**src/rtl/klingon_scan_ctrl.sv**
```systemverilog
// Four-digit multiplexed display scanner sharing one Klingon digit decoder.
// New values are staged through a valid/ready port and committed per frame.
module klingon_scan_ctrl #(
    parameter int SCAN_DIV = 50000,
    parameter bit LZB      = 1'b0
) (
    input  logic        clk,
    input  logic        reset,
    input  logic        load_valid,
    input  logic [15:0] load_data,
    output logic        load_ready,
    output logic [3:0]  dec_in,
    input  logic [6:0]  dec_out,
    output logic [6:0]  seg,
    output logic [3:0]  an,
    output logic        frame_done
);

    localparam int CW = (SCAN_DIV > 2) ? $clog2(SCAN_DIV) : 1;
    localparam logic [CW-1:0] CNT_MAX = CW'(SCAN_DIV - 1);

    logic [CW-1:0] cnt_q, cnt_d;
    logic [1:0]    ptr_q, ptr_d;
    logic [15:0]   disp_q, disp_d;
    logic [15:0]   shadow_q, shadow_d;
    logic          pend_q, pend_d;
    logic [6:0]    seg_q, seg_d;
    logic [3:0]    an_q, an_d;
    logic          fd_q, fd_d;

    logic       tick;
    logic       wrap;
    logic [3:0] nib;
    logic       upper_zero;
    logic       blank;

    always_comb begin
        tick = (cnt_q == CNT_MAX);
        wrap = tick && (ptr_q == 2'd3);
        nib  = disp_q[{ptr_q, 2'b00} +: 4];

        // current nibble and every more significant one are zero
        case (ptr_q)
            2'd0:    upper_zero = (disp_q == 16'd0);
            2'd1:    upper_zero = (disp_q[15:4] == 12'd0);
            2'd2:    upper_zero = (disp_q[15:8] == 8'd0);
            default: upper_zero = (disp_q[15:12] == 4'd0);
        endcase

        blank = (nib > 4'd9) || (LZB && (ptr_q != 2'd0) && upper_zero);
    end

    always_comb begin
        cnt_d    = tick ? '0 : cnt_q + 1'b1;
        ptr_d    = tick ? ptr_q + 2'd1 : ptr_q;
        disp_d   = disp_q;
        shadow_d = shadow_q;
        pend_d   = pend_q;
        fd_d     = wrap;

        // accept needs !pend, commit needs pend: never both at once
        if (load_valid && !pend_q) begin
            shadow_d = load_data;
            pend_d   = 1'b1;
        end else if (wrap && pend_q) begin
            disp_d = shadow_q;
            pend_d = 1'b0;
        end

        if (blank) begin
            seg_d = 7'b0000000;
            an_d  = 4'b1111;
        end else begin
            seg_d = dec_out;
            an_d  = ~(4'b0001 << ptr_q);
        end
    end

    always_ff @(posedge clk or posedge reset) begin
        if (reset) begin
            cnt_q    <= '0;
            ptr_q    <= 2'd0;
            disp_q   <= 16'd0;
            shadow_q <= 16'd0;
            pend_q   <= 1'b0;
            seg_q    <= 7'd0;
            an_q     <= 4'b1111;
            fd_q     <= 1'b0;
        end else begin
            cnt_q    <= cnt_d;
            ptr_q    <= ptr_d;
            disp_q   <= disp_d;
            shadow_q <= shadow_d;
            pend_q   <= pend_d;
            seg_q    <= seg_d;
            an_q     <= an_d;
            fd_q     <= fd_d;
        end
    end

    assign load_ready = !pend_q;
    assign dec_in     = nib;
    assign seg        = seg_q;
    assign an         = an_q;
    assign frame_done = fd_q;

endmodule

```
**config.mk**
```make
export PLATFORM = sky130hd
export DESIGN_NAME = klingon_scan_ctrl
export DESIGN_NICKNAME = d
export VERILOG_FILES = /design/src/rtl/klingon_scan_ctrl.sv
export SDC_FILE = /design/constraint.sdc
export NUM_CORES = 1
export LEC_CHECK = 0
export BUFFER_PORTS_ARGS = -buffer_cell sky130_fd_sc_hd__buf_2
export CAP_MARGIN = 10
export CORE_UTILIZATION = 40
export DETAILED_ROUTE_END_ITERATION = 8
export SKIP_CTS_REPAIR_TIMING = 1
export SYNTH_ARGS = -nofsm -noshare
export SYNTH_HDL_FRONTEND = slang
export SYNTH_SLANG_ARGS = --single-unit
```
**constraint.sdc**
```tcl
create_clock -name clk -period 2.2 [get_ports clk]
set_clock_uncertainty 0.05 [all_clocks]
set_input_delay 0.44 -clock clk [delete_from_list [all_inputs] [get_ports clk]]
set_output_delay 0.44 -clock clk [all_outputs]
set_load 0.1 [all_outputs]
```
==> impl_summary.txt <==
----------------------------------------------------
[Clocking]
  Clk Tree Root Cell ... sky130_fd_sc_hd__clkbuf_8
  Worst-skew pair later-pin latency ... 0.34 ns
  TritonCTS Buffers ... 9
  Sink count of the clock tree ... between 60 and 70
  CTS tree ... done
  Bufs on Longest Clock Path ... 2
  H-tree Lvls ... 3
  CTS clock-pin slew for the worst setup and hold paths ... roughly 0.07 ns

[Finish]
  Fillers ... 591
  Final nets ... 271
  Final Non-Filler Cells ... 322
  Layout area overhead ... 20.02%
  Diode count ... 0
  Leading cell type in the layout, fill and taps excluded ... sky130_fd_sc_hd__dfrtp_1
  Register Area ... 0.001583 sq mm
  Fraction of layout cells with a size suffix above 1 ... 0.4490
  Commonest cells after routing, fill and taps aside ... 58 x sky130_fd_sc_hd__dfrtp_1, 39 x sky130_fd_sc_hd__buf_2, 23 x sky130_fd_sc_hd__mux2_2, 11 x sky130_fd_sc_hd__nand2_1
  Total area of multi-input combinational cells ... 0.001008 sq mm
  End-of-flow core utilization ... 0.5027

[Floorplanning]
  Std-Cell Rows ... 29
  Initial Util ... 0.4189
  Full die area ... 0.007019 sq mm
  Width of the die ... about 84 um
  DIE HEIGHT ... 83.78 um
  Io pins ... 43
  Core outline area ... ~0.0064 sq mm

[STA]
  Pins Over Slew Limit ... 0
  Total Neg Setup Slack ... 0 ns
  Final Hold Violating Endpoints ... 0
  Slew HR ... 0.6793
  Clock period minus final worst setup slack ... 2.125 ns
  Minimum hold slack ... 0.1131 ns
  Tightest Pin Transition ... between 0.4 and 0.5 ns
  Fin crit share ... 0.9659
  Final number of setup-violating endpoints ... 0
  Maximum achievable frequency ... 470.6 MHz
  Setup repair after global routing missed its margin ... false

[Synthesis]
  Register area share after synthesis ... 0.5912
  Number of warning messages in the yosys log ... 0
  Synthesized Nets ... 220
  Register bit total from synthesis ... 63
  Netlist cell types ... 38
  Syn Area/Cell ... 14.15 sq um
  Synthesized instance count ... 189
  Post-synthesis instance area ... around 0.0027 sq mm

[Min path]
  HP Class ... input pin to asynchronous set/reset pin

[Routing]
  First-pass iteration count of the detailed router ... 4
  Drt wl/cell ... between 10 and 15 um
  DRC violation count after routing ... 0
  Violation count after the first detailed-route iteration ... 61
  Vias ... roughly 1.6k
  Routed Wire Length ... 4488 um
  Number of nets still failing antenna checks after routing ... 0
  Detail-routed via count per cell ... 4.888

[Power]
  Reg power frac ... 0.501
  Fraction of power consumed by the clock network ... 0.442
  Power density normalized to cell area ... 757.7 mW/mm^2
  Leak Pwr ... 1.503 nW
  VDD IR max ... 0.5976 mV
  Total power consumption of the routed design ... roughly 2.4 mW
  Switching power share of the total ... 0.2253
  Internal power component ... 1.885 mW
  Logic gate share of total power ... 0.057
  Net switching power ... 0.5481 mW

[Placed design]
  Final Wtd Congestion ... 0.7098
  Final HPWL DP ... around 3000 um
  Input/output buffers ... 42
  Instance count after placement with tap cells included ... just over 300

[Critical path]
  Critical path type ... flip-flop to primary output
  Endpoint kind of the worst setup timing path ... primary output
  Data required time of the worst path ... 1.71 ns
  Worst endpoint data arrival time ... 1.63 ns
  Number of cells on the worst reg-to-reg path ... 6
  Highest fanout seen on the critical path ... 7
  Kind of launch point of the worst setup path ... flip-flop

[GRT]
  First-pass GRT wire length ... 7596 um
  Total grt overflow ... 0
  Largest net degree at the start of global routing ... 64
  Vias in the first global route ... 1,498
  Total routing usage reported by global routing ... 0.1421
  Number of antenna violations at the first check in global routing ... 0

[Run]
  Reported max-cap violation count ... 0

[Run status]
  Outcome ... finished, final reports clean

----------------------------------------------------
[cell type report]
type	instances	share of cell area
sequential	63	0.4930
multi-input combinational	112	0.3141
timing repair buffer	48	0.08963
clock buffer	10	0.03975
tap	77	0.03001
clock inverter	6	0.02650
inverter	6	0.007015
[worst max-delay path, stage by stage, from the launching register on]
cell                      delay (ns)
sky130_fd_sc_hd__dfrtp_2        0.47
sky130_fd_sc_hd__mux4_2         0.52
sky130_fd_sc_hd__buf_2          0.31
[synthesized netlist by cell type (all sizes together)]
| master | instances | share of area |
|---|---|---|
| nor2b | 2 | 0.0047 |
| nand4 | 5 | 0.012 |
| xor2 | 7 | 0.023 |
| and3b | 1 | 0.0033 |
| nand2b | 1 | 0.0023 |
| dfstp | 4 | 0.039 |
| nor3 | 2 | 0.0037 |
| and3 | 2 | 0.0051 |
| mux2i | 1 | 0.0037 |
| a21oi | 2 | 0.0037 |
| nand2 | 11 | 0.015 |
| o21ai | 3 | 0.0056 |
| nor4b | 2 | 0.014 |
| and2 | 8 | 0.019 |
| or4 | 1 | 0.0028 |
| o31ai | 1 | 0.0028 |
| mux4 | 4 | 0.034 |
| nor2 | 10 | 0.017 |
| xnor2 | 5 | 0.016 |
| and4 | 3 | 0.010 |
| inv | 6 | 0.0084 |
| or3 | 1 | 0.0023 |
| dfrtp | 59 | 0.55 |
| buf | 6 | 0.020 |
| ha | 5 | 0.023 |
| clkbuf | 2 | 0.0033 |
| mux2 | 32 | 0.15 |
| nand3 | 3 | 0.0056 |
[through the flow]
stage	instance area, sq um	setup slack, ns
finish	3211	0.07504
global placement	2989	0.3002
detailed placement	2989	0.2743
floorplan	2675	0.1469
global route	3211	0.005147
CTS	3202	-0.07870
[state kept, by name, summed over array words and instances (netlist names)]
register and flops:
shadow_q 16, ptr_q 2, seg 7, disp_q 16, frame_done 1, pend_q 1, an 4, cnt_q 16
[metal layers]
metal	up-vias	track usage	share of wire
li1	756	-	-
met1	777	0.2010	0.50
met2	32	0.1973	0.44
met3	9	0.05638	0.042
met4	0	0.05085	0.017
met5	-	0	0
[path summary, 6_finish.rpt]
| check | from | endpoint | slack (ns) |
|---|---|---|---|
| max | ptr_q[0] | dec_in[0] | 0.08 |
| min in group clk | dec_out[2] | seg[2] | 0.25 |
| min | reset | cnt_q[13] | 0.11 |
| max reg2reg | cnt_q[0] | disp_q[9] | 0.34 |
| min reg2reg | cnt_q[0] | cnt_q[0] | 0.44 |
| max in group asynchronous | reset | an[3] | 1.69 |
[power groups by stage]
| stage | sequential (mW) | combinational [mW] | clock [mW] |
|---|---|---|---|
| 2_1_floorplan | 1.28 | 0.0515 | 0 |
| 3_3_place_gp | 1.24 | 0.141 | 0 |
| 3_5_place_dp | 1.24 | 0.143 | 0 |
| 4_1_cts | 1.22 | 0.143 | 1.10 |
| 5_1_grt | 1.22 | 0.152 | 1.16 |
| 6_report | 1.22 | 0.140 | 1.08 |
[cell families (layout without fill, tap and decap cells)]
kind of cell	count (synthesis)	after routing	share of synthesized area
mux	37	37	0.1848
xor+xnor	12	12	0.03929
compound gates	6	6	0.01216
simple gates	52	52	0.1174
buf+inv	14	70	0.03180
flops	63	63	0.5912
fa+ha+maj	5	5	0.02339
(Power assumes the default switching activity.)
